--- config.mk ---
export PLATFORM = sky130hd
export DESIGN_NAME = sd_ajoin_n
export DESIGN_NICKNAME = d
export VERILOG_FILES = /design/src/rtl/sd_ajoin_pkg.sv /design/src/rtl/sd_ajoin_slot.sv /design/src/rtl/sd_ajoin_n.sv
export SDC_FILE = /design/constraint.sdc
export NUM_CORES = 1
export LEC_CHECK = 0
export ABC_AREA = 1
export BUFFER_PORTS_ARGS = -buffer_cell sky130_fd_sc_hd__buf_2
export CAP_MARGIN = 0
export CORE_ASPECT_RATIO = 1.5
export CORE_MARGIN = 5
export CORE_UTILIZATION = 56
export DETAILED_ROUTE_END_ITERATION = 10
export PLACE_DENSITY = 0.91
export SLEW_MARGIN = 0
export SYNTH_ARGS = -nofsm -noshare
export SYNTH_HDL_FRONTEND = slang
export SYNTH_SLANG_ARGS = --single-unit
--- constraint.sdc ---
create_clock -name clk -period 2 [get_ports clk]
set_input_delay 0.1 -clock clk [delete_from_list [all_inputs] [get_ports clk]]
set_output_delay 0.1 -clock clk [all_outputs]
set_load 0.05 [all_outputs]
--- src/rtl/sd_ajoin_pkg.sv ---
// Shared constants for the n-way synchronous join: channel-count limits,
// transfer counter width and output-stage mode.
package sd_ajoin_pkg;

    localparam int CHANNELS_MIN = 2;
    localparam int CHANNELS_MAX = 8;
    localparam int XFER_CNT_W   = 16;

    typedef enum logic {
        OUT_COMB = 1'b0,
        OUT_PIPE = 1'b1
    } out_mode_e;

endpackage

--- src/rtl/sd_ajoin_slot.sv ---
// One capture slot of the join: a valid flag plus data register that accepts
// a word whenever empty, or when the join drains it in the same cycle.
module sd_ajoin_slot #(
    parameter int width = 8
) (
    input  logic             clk,
    input  logic             reset,
    input  logic             c_srdy,
    output logic             c_drdy,
    input  logic [width-1:0] c_data,
    input  logic             clr,
    input  logic             pass,
    output logic             slot_v,
    output logic [width-1:0] slot_d
);

    assign c_drdy = ~slot_v | pass;

    // A refill in the same cycle as a drain wins over the clear.
    always_ff @(posedge clk or posedge reset) begin
        if (reset) begin
            slot_v <= 1'b0;
            slot_d <= '0;
        end else if (c_srdy & c_drdy) begin
            slot_v <= 1'b1;
            slot_d <= c_data;
        end else if (clr) begin
            slot_v <= 1'b0;
        end
    end

endmodule

--- src/rtl/sd_ajoin_n.sv ---
// N-way synchronous join: one word from every input channel is combined into
// a single output word, with either a combinational or registered output stage.
module sd_ajoin_n
    import sd_ajoin_pkg::*;
#(
    parameter int channels = 2,
    parameter int width    = 8,
    parameter int pipe     = 1
) (
    input  logic                      clk,
    input  logic                      reset,
    input  logic [channels-1:0]       c_srdy,
    output logic [channels-1:0]       c_drdy,
    input  logic [channels*width-1:0] c_data,
    output logic                      p_srdy,
    input  logic                      p_drdy,
    output logic [channels*width-1:0] p_data,
    output logic [XFER_CNT_W-1:0]     xfer_cnt
);

    localparam out_mode_e MODE = (pipe == 1) ? OUT_PIPE : OUT_COMB;

    if (channels < CHANNELS_MIN || channels > CHANNELS_MAX) begin : g_bad_channels
        $error("sd_ajoin_n: channels=%0d outside %0d..%0d", channels, CHANNELS_MIN, CHANNELS_MAX);
    end
    if (pipe != 0 && pipe != 1) begin : g_bad_pipe
        $error("sd_ajoin_n: pipe=%0d must be 0 or 1", pipe);
    end
    if (width < 1) begin : g_bad_width
        $error("sd_ajoin_n: width=%0d must be at least 1", width);
    end

    logic [channels-1:0]       slot_v;
    logic [channels*width-1:0] slot_d;
    logic                      all_v;
    logic                      clr;
    logic                      pass;

    assign all_v = &slot_v;

    for (genvar i = 0; i < channels; i++) begin : g_slot
        sd_ajoin_slot #(.width(width)) u_slot (
            .clk    (clk),
            .reset  (reset),
            .c_srdy (c_srdy[i]),
            .c_drdy (c_drdy[i]),
            .c_data (c_data[i*width +: width]),
            .clr    (clr),
            .pass   (pass),
            .slot_v (slot_v[i]),
            .slot_d (slot_d[i*width +: width])
        );
    end

    if (MODE == OUT_PIPE) begin : g_pipe
        logic                      load;
        logic                      ps_r;
        logic [channels*width-1:0] pd_r;

        // Loading frees every slot, so the slots may accept new data in the same cycle.
        assign load = all_v & (~ps_r | p_drdy);
        assign clr  = load;
        assign pass = load;

        always_ff @(posedge clk or posedge reset) begin
            if (reset) begin
                ps_r <= 1'b0;
                pd_r <= '0;
            end else if (load) begin
                ps_r <= 1'b1;
                pd_r <= slot_d;
            end else if (p_drdy) begin
                ps_r <= 1'b0;
            end
        end

        assign p_srdy = ps_r;
        assign p_data = pd_r;
    end else begin : g_comb
        assign clr    = all_v & p_drdy;
        assign pass   = 1'b0;
        assign p_srdy = all_v;
        assign p_data = slot_d;
    end

    always_ff @(posedge clk or posedge reset) begin
        if (reset) begin
            xfer_cnt <= '0;
        end else if (p_srdy & p_drdy) begin
            xfer_cnt <= xfer_cnt + 1'b1;
        end
    end

endmodule

Word-level counts from Yosys, hierarchy flattened
Cells that the tools add are included.
Word-level totals
  output and inout port bits: 35
  logic and storage cells: 27
  bits of input ports: 21
  bits in registers: 51
Cells by class
  multiplexer cells: 5
  add/sub/neg operators: 1
  reduce and logical (&&, ||, !) cells: 4
  bitwise operators: 10
Operators by type and width (number)
  $add A16 B1 Y16 const B: 1
  $reduce_bool A2 Y1: 3
  $mux W1: 5
  $and A1 B1 Y1: 4
  $not A1 Y1: 3
  $or A1 B1 Y1: 3
  $reduce_and A2 Y1: 1

Longest topological paths before layout
Gate-level depths: netlist of the first run.
  word-level depth: 6
  gate-level depth with buffers: 8
  mapped depth without buffers: 8

By module
Synthesis of the first run repeated with hierarchy kept, for this count alone.
Unflattened totals
  cells, all modules: 249
  area total of the unflattened synthesis: 2249.7 um2
Modules (own cells, without submodules)
  sd_ajoin_n: area each 1506.4 um2, times used 1, seq. area each 825.8 um2, cells an instance 169
  sd_ajoin_slot: area each 371.6 um2, times used 2, seq. area each 225.2 um2, cells an instance 40

Worst setup path before layout of the first run
OpenSTA, ideal clock, no wires.
  path type: register -> register
  from: register xfer_cnt[1]
  to: register xfer_cnt[14]
  setup slack: 0.395 ns
  stages on the path, launching flop included: 7
  setup time: 0.123 ns
  arrival: 1.481 ns
  data required time: 1.877 ns
  path buffers: 0
  clock period less this slack: 1.605 ns
  path through: dfrtp_1 -> ha_1 -> nand3_1 -> nor2_4 -> nand2_1 -> o21ai_0 -> nand2_1
Between the ends
  word-level cells in the longest chain between the ends: 1
RTL lines
  from (decl): RTL line sd_ajoin_n.sv:18  | output logic [XFER_CNT_W-1:0] xfer_cnt
  from (signal assigned): RTL line sd_ajoin_n.sv:90  | xfer_cnt <= xfer_cnt + 1'b1;
  $add A16 B1 Y16: RTL line sd_ajoin_n.sv:90
Every way passes these cells.
A chain may end at the register's enable or synchronous reset.

Final worst setup path of the first run
  from: register g_pipe.ps_r, in the netlist p_srdy
  to: output port c_drdy[1]
Between the ends
  word-level cells in the longest chain between the ends: 4
RTL lines
  from (decl): RTL line sd_ajoin_n.sv:57  | logic ps_r;
  from (signal assigned): RTL line sd_ajoin_n.sv:67  | ps_r <= 1'b0;
  from (signal assigned): RTL line sd_ajoin_n.sv:70  | ps_r <= 1'b1;
  from (signal assigned): RTL line sd_ajoin_n.sv:73  | ps_r <= 1'b0;
  $not A1 Y1: RTL line sd_ajoin_n.sv:61  | assign load = all_v & (~ps_r | p_drdy);
  $or A1 B1 Y1: RTL line sd_ajoin_n.sv:61
  $and A1 B1 Y1: RTL line sd_ajoin_n.sv:61
  $or A1 B1 Y1: RTL line sd_ajoin_slot.sv:17  | assign c_drdy = ~slot_v | pass;
  to (decl): RTL line sd_ajoin_n.sv:13  | output logic [channels-1:0] c_drdy,
Every way passes these cells.

==> summary.md, run 1 <==
| Metric | Value |
|---|---|
| Status | finished clean |
| Post-Place Worst Slack | 0.496 ns |
| TritonRoute pass-1 iters | 4 |
| Crit-path max FO | 35 |
| Synthesis-to-layout area growth | 17.6% |
| Final nets | 309 |
| Largest net degree at the start of global routing | 36 |
| R2R cell count | 6 |
| Mapped Area | 2210 um2 |
| Vias per cell | 4.89 |
| Syn Inst Count | 229 |
| Clock sink count | 51 |
| Post-route cell area | 2600 um2 |
| WHS Path Cells | 3 |
| Longest Clk Path Bufs | 2 |
| Max Clock Skew | 0.00343 ns |
| Tcrit/Tclk final | 85.3% |
| Die Footprint | 5340 um2 |
| Dpl hpwl | 3130 um |
| Vias | 1629 |
| Dpl cells | 324 |
| Wire length per cell | 12.5 um |
| Crit. End Element | output port |
| I/O pin count | 56 |
| Clock period minus worst slack | 1.71 ns |
| Synth Register Bits | 51 |
| DRC | 0 |
| Post-route ant nets | 0 |
| Post-synth EDFFs | 0 |
| # rows | 28 |
| Hold crit path type | in -> reg |
| Sw Share | 49.3% |
| CORE AREA | 3890 um2 |
| CP arrival | 1.61 ns |
| Largest area contributor in the netlist | dfrtp_1 |
| Synth Area per Inst | 9.67 um2 |
| RSZ-0062 raised after global routing | false |
| FMAX | 0.586 GHz |
| Height of the die | 87.0 um |
| Multi-input gate area | 762 um2 |
| Synth top area cells | dfrtp_1 (58%), nand2_1 (7.6%), a21oi_2 (6.3%), inv_1 (5.6%), nor2_1 (4.2%) |
| Final WL | 4180 um |
| Critical path type | reg -> out |
| First-pass GRT wire length | 7150 um |
| Port-buffer cells | 55 |
| Initial DRC count | 88 |
| Cts repair resizes | 0 |
| Met2 WL | 2220 um |
| Startpoint type of the worst setup path | register |
| Vias in the first global route | 1609 |
| Post-Layout Cell Count | 333 |
| # diodes | 0 |
| Sequential fraction of the synthesis area | 57.6% |
| Slew HR | 65.9% |
| Later-pin clock latency in the skew report | 0.30 ns |
| Yosys cell types | 21 |
| Mapped Nets | 251 |
| Share of cells above drive strength 1 | 31.9% |
| Final count of pins violating max slew | 0 |
| Sw Pwr | 2.13 mW |
| Worst vdd ir | 1200 uV |
| Top-area cell type share of the netlist area | 57.6% |
| Leak pwr | 1.45 nW |
| Power Density | 1660 nW/um2 |
| Flip-flop and latch area | 1280 um2 |
| Met1 Wirelength | 1670 um |
| Primary FF master, synth | dfrtp_1 |
| Starting Density | 56.9% |
| Critical Path RT | 1.90 ns |
| H-tree levels | 2 |
| P_int | 2.19 mW |
| Comb power frac | 48.7% |
| Initial antenna violation count | 0 |
| Yosys warning total | 0 |
| CTS tree | yes |
| Max cap viols | 0 |
| CTS Root Cell | clkbuf_8 |
| GRT overflow | 0 |
| Routed met3 length | 233 um |
| GPL Wtd Cong | 0.798 |
| Clock buffer count from CTS | 5 |
| # fillers | 328 |
| Clk slew on worst S/H paths | 0.09 ns |
| Max layer used | met4 |
| Top-count cell post-synth | dfrtp_1 |
| Least-Margin Pin Slew | 0.511 ns |
| TNS Setup | 0 ns |
| Horiz. Die Dim | 61.3 um |
| GR Util All Layers | 17.7% |
| Post-layout worst setup margin | 0.294 ns |
| Clk pwr share | 13.0% |
| Post-synth ARST share | 100% |
| Cell Area, Placed | 2510 um2 |
| Final core occ | 67.0% |
| Most frequent cells after synthesis | dfrtp_1 (51), nand2_1 (45), inv_1 (33) |
| Seq pwr share | 38.3% |
| Final hold violations | 0 |
| # setup viols final | 0 |
-- path summary, 6_finish.rpt --
check | end | startpoint | slack [ns]
setup / recovery | c_drdy[1] | p_srdy$_DFFE_PP0P_ | 0.29
setup reg to reg | g_slot[0].u_slot.slot_d[6]$_DFFE_PP0P_ | p_srdy$_DFFE_PP0P_ | 0.49
min in group asynchronous | p_srdy$_DFFE_PP0P_ | reset | 0.37
max in group asynchronous | g_slot[1].u_slot.slot_d[4]$_DFFE_PP0P_ | reset | 1.04
hold / removal | g_slot[1].u_slot.slot_d[1]$_DFFE_PP0P_ | c_data[9] | 0.04
hold reg to reg | p_data[13]$_DFFE_PP0P_ | p_data[13]$_DFFE_PP0P_ | 0.49
-- sequential cells by signal, summed over array words and instances, names as in the netlist --
signal,flops
xfer_cnt,16
p_data,16
p_srdy,1
g_slot.u_slot.slot_v,2
g_slot.u_slot.slot_d,16
-- cell families (layout without fill, tap and decap cells) --
family | count (synthesis) | in the layout | synth area share, %
adders and majority gates | 1 | 1 | 0.565
xor gates and xnor gates | 12 | 12 | 4.75
AOI/OAI and AO/OA | 34 | 34 | 10.4
and+or+nand+nor | 90 | 90 | 18.7
DFF | 51 | 51 | 57.6
buffers and inverters | 41 | 100 | 7.97
-- critical path, cell delays in order, from the launching register on --
cell     delay (ns)
dfrtp_1        0.42
nand2_2        0.11
nand3_4        0.31
nand2_4        0.19
buf_2          0.29
-- metrics by stage --
stage               power (mW)  hold slack [ns]
global placement          3.74            0.155
detailed placement        3.80            0.166
CTS                       4.38           0.0333
finish                    4.32           0.0401
global route              4.62           0.0327
floorplan                 3.40            0.242
-- repair_timing --
action | in CTS | in global routing
hold buffers | 1 | 0
setup buffers | 0 | 0
endpoints found under the hold margin | 23 | 0
-- metal layers --
metal	track usage, %	vias to the layer above
met5	0	-
met4	5.60	0
met3	4.30	6
met2	30.1	43
met1	21.7	766
li1	-	814
-- area by class of cell --
| class | count | area share [%] |
|---|---|---|
| tap | 45 | 2.16 |
| clock buffer | 7 | 2.93 |
| inverter | 34 | 4.90 |
| timing repair buffer | 58 | 11.5 |
| multi-input combinational | 137 | 29.3 |
| clock inverter | 1 | 0.192 |
| sequential | 51 | 49.0 |
-- placed cells by master, fill, tap and decap left out --
cell type | synthesis | routed
nor2_1 | 25 | 25
nor2_4 | 1 | 1
nand3_4 | 1 | 1
o21ai_0 | 18 | 18
nand4_1 | 1 | 1
nand2_2 | 2 | 2
dlygate4sd3_1 | 0 | 1
ha_1 | 1 | 1
clkbuf_8 | 0 | 5
nor3_1 | 1 | 1
nand3_1 | 7 | 7
buf_4 | 2 | 2
nand2_4 | 4 | 4
clkinv_2 | 0 | 1
clkbuf_1 | 3 | 2
a21oi_2 | 16 | 16
inv_2 | 1 | 2
xnor2_1 | 4 | 4
nand2_1 | 45 | 45
dfrtp_1 | 51 | 51
buf_2 | 0 | 55
xor2_1 | 8 | 8
nor2_2 | 3 | 3
inv_1 | 33 | 32
-- power by group through the flow --
| stage | clock network, mW | logic [mW] | registers, mW |
|---|---|---|---|
| 4_1_cts | 0.581 | 2.14 | 1.66 |
| 6_report | 0.561 | 2.11 | 1.66 |
| 5_1_grt | 0.622 | 2.29 | 1.70 |
| 3_5_place_dp | 0 | 2.12 | 1.68 |
| 2_1_floorplan | 0 | 0.975 | 2.43 |
| 3_3_place_gp | 0 | 2.07 | 1.67 |
Power figures use the tool's default switching activity.
==> inputs of run 2 (changes only) <==
- CORE_MARGIN: 5 -> 1.5
- CORE_UTILIZATION: 56 -> 47
- PLACE_DENSITY: 0.91 -> 0.82
- clock period: 2 -> 1.5 ns (I/O delays scaled with it)
==> run 2 against run 1 <==
Clock power is 76% higher. Register-to-register slack got worse by 0.35 ns. Die area is 3.7% lower. Sequential power is 34% higher. Combinational power rose by 36%. First-iteration DRC count rose by 22%. Largest power group unchanged.
==> summary.md, run 2 (synthesis gave the netlist of run 1 again) <==
| Metric | Value |
|---|---|
| TritonRoute pass-1 iters | 4 (unchanged) |
| # fillers | 393 (+20%) |
| Final WL | 4110 um (-1.6%) |
| Multi-input gate area | 762 um2 (unchanged) |
| Sw Pwr | 2.87 mW (+35%) |
| Sw Share | 47.3% (-2.0 points) |
| Post-Place Worst Slack | 0.119 ns (-0.377 ns) |
| Buf/Inv on CP | 0 (-1) |
| Critical path type | reg -> reg |
| Final nets | 316 (+2.3%) |
| Max Clock Skew | 0.00807 ns (+0.00464 ns) |
| Largest net degree at the start of global routing | 31 (-14%) |
| Seq pwr share | 36.5% (-1.8 points) |
| RSZ-0062 raised after global routing | false |
| CORE AREA | 4540 um2 (+17%) |
| Tcrit/Tclk final | 90.9% |
| Starting Density | 48.8% (-8.2 points) |
| GR Util All Layers | 17.5% (-0.19 points) |
| # diodes | 0 (unchanged) |
| Post-layout worst setup margin | 0.137 ns (-0.157 ns) |
| Vias per cell | 4.55 (-7.1%) |
| FMAX | 0.734 GHz |
| Clock period minus worst slack | 1.36 ns |
| # setup viols final | 0 (unchanged) |
| Initial antenna violation count | 0 (unchanged) |
| P_int | 3.21 mW (+46%) |
| Flip-flop and latch area | 1280 um2 (+0.20%) |
| Comb power frac | 47.3% (-1.4 points) |
| Die Footprint | 5140 um2 (-3.7%) |
| CTS tree | yes |
| Height of the die | 87.1 um (about the same) |
| Post-route ant nets | 0 (unchanged) |
| Synthesis-to-layout area growth | 24.2% |
| Leak pwr | 1.50 nW (+3.6%) |
| DRC | 0 (unchanged) |
| Share of cells above drive strength 1 | 32.9% (+0.94 points) |
| CP arrival | 1.56 ns (-0.05 ns) |
| First-pass GRT wire length | 6840 um (-4.3%) |
| Tot Pwr | 6.08 mW (+41%) |
| Port-buffer cells | 55 (unchanged) |
| Horiz. Die Dim | 59.0 um (-3.7%) |
| Longest Clk Path Bufs | 2 (unchanged) |
| Dpl hpwl | 2920 um (-6.7%) |
| Clock buffer count from CTS | 5 (unchanged) |
| GRT overflow | 0 (unchanged) |
| Initial DRC count | 107 (+22%) |
| Status | finished clean |
| Final count of pins violating max slew | 0 (unchanged) |
| Vias in the first global route | 1560 (-3.0%) |
| Clk pwr share | 16.2% (+3.2 points) |
| Critical Path RT | 1.70 ns (-0.20 ns) |
| H-tree levels | 2 (unchanged) |
| Crit-path max cell delay | 0.40 ns (-0.02 ns) |
| Crit. End Element | register |
| # rows | 30 (+7.1%) |
| Worst vdd ir | 1380 uV (+15%) |
| Final hold violations | 0 (unchanged) |
| Clk slew on worst S/H paths | 0.09 ns (about the same) |
| Wire length per cell | 11.4 um (-8.8%) |
| Max cap viols | 0 (unchanged) |
| Post-Layout Cell Count | 359 (+7.8%) |
| Later-pin clock latency in the skew report | 0.30 ns (about the same) |
| CTS Root Cell | clkbuf_8 |
| TNS Setup | 0 ns (unchanged) |
| I/O pin count | 56 (unchanged) |
| Clock sink count | 51 (unchanged) |
| Crit-path most repeated cell | nand2_1 |
| CP top delay family | simple AND/OR/NAND/NOR gates |
| Critical path's slowest cell | dfrtp_2 |
| Most common cell after layout, fill and taps aside | buf_2 |
| Startpoint type of the worst setup path | register |
| Crit-path max FO | 4 (-89%) |
| Vias | 1632 (+0.18%) |
| Least-Margin Pin Slew | 0.489 ns (-0.0222 ns) |
| Highest-count cells in the layout ignoring fill and taps | buf_2 (53), dfrtp_1 (49), nand2_1 (45) |
| Power Density | 2210 nW/um2 (+33%) |
| GPL Wtd Cong | 0.871 (+9.1%) |
| Slew HR | 67.4% (+1.5 points) |
| Dpl cells | 343 (+5.9%) |
| Crit path cell chain | ha_1 > nand3_1 > nor2_4 > nand2_1 > o21ai_0 > nand2_1 |
| Hold crit path type | in -> reg |
## run 2: changes by cell type in the layout (fill, tap and decap cells not counted)
cell,change
clkbuf_1,-2
bufinv_16,+1
buf_12,+1
dfrtp_2,+2
buf_4,+1
buf_2,-2
dlygate4sd3_1,+6
dfrtp_1,-2
clkbuf_8,+1
clkbuf_4,+1
## run 2: final timing paths
path | end | slack, ns | cells after the start | start
setup / recovery | xfer_cnt[14]$_DFFE_PP0P_ | 0.14 | 6 | xfer_cnt[0]$_DFFE_PP0P_
hold / removal | g_slot[1].u_slot.slot_d[1]$_DFFE_PP0P_ | 0.007 | 3 | c_data[9]
setup reg to reg | xfer_cnt[14]$_DFFE_PP0P_ | 0.14 | 6 | xfer_cnt[0]$_DFFE_PP0P_
hold reg to reg | p_data[1]$_DFFE_PP0P_ | 0.49 | 2 | p_data[1]$_DFFE_PP0P_
max in group asynchronous | p_data[11]$_DFFE_PP0P_ | 0.65 | 4 | reset
min in group asynchronous | xfer_cnt[11]$_DFFE_PP0P_ | 0.33 | 3 | reset
## run 2: worst min-delay path, cell delays in order
cell and delay (ns):
buf_2 0.07, nor2_1 0.04, a21oi_2 0.08
## run 2: what timing repair did
action                                  in CTS  in global routing
buffers inserted                             0                  1
hold endpoints to repair                    26                  1
hold buffers                                 6                  1
endpoints found under the setup margin       1                  2
resized for setup                            1                  1
## run 2: cell type report
cell class,instances,share of cell area (%)
clock buffer,6,3.00
clock inverter,2,1.27
sequential,51,46.5
tap,64,2.91
timing repair buffer,65,14.0
inverter,34,4.64
multi-input combinational,137,27.7
## run 2: through the flow
step           hold WS [ns]  area (um2)  util, %
6_report            0.00688        2750     60.6
5_1_grt             0.00989        2750     60.6
4_1_cts            0.000419        2730     60.1
3_5_place_dp          0.129        2550     56.2
3_3_place_gp          0.133        2550     56.2
2_1_floorplan         0.217        2220        -
## run 2: per-layer routing
metal	vias up	share of wire (%)	routed length, um	track usage (%)
li1	827	-	-	-
met2	47	47	1930	28.1
met5	-	0	0	0
met1	748	46	1880	22.1
met4	0	2.5	102	7.44
met3	10	4.9	200	4.61
## run 2: power by group through the flow
stage / Combinational (mW) / Clock, mW / Sequential, mW
2_1_floorplan: 1.30 / 0 / 3.24
3_3_place_gp: 2.79 / 0 / 2.22
3_5_place_dp: 2.85 / 0 / 2.24
4_1_cts: 2.88 / 1.01 / 2.22
5_1_grt: 3.14 / 1.06 / 2.28
6_report: 2.88 / 0.985 / 2.22
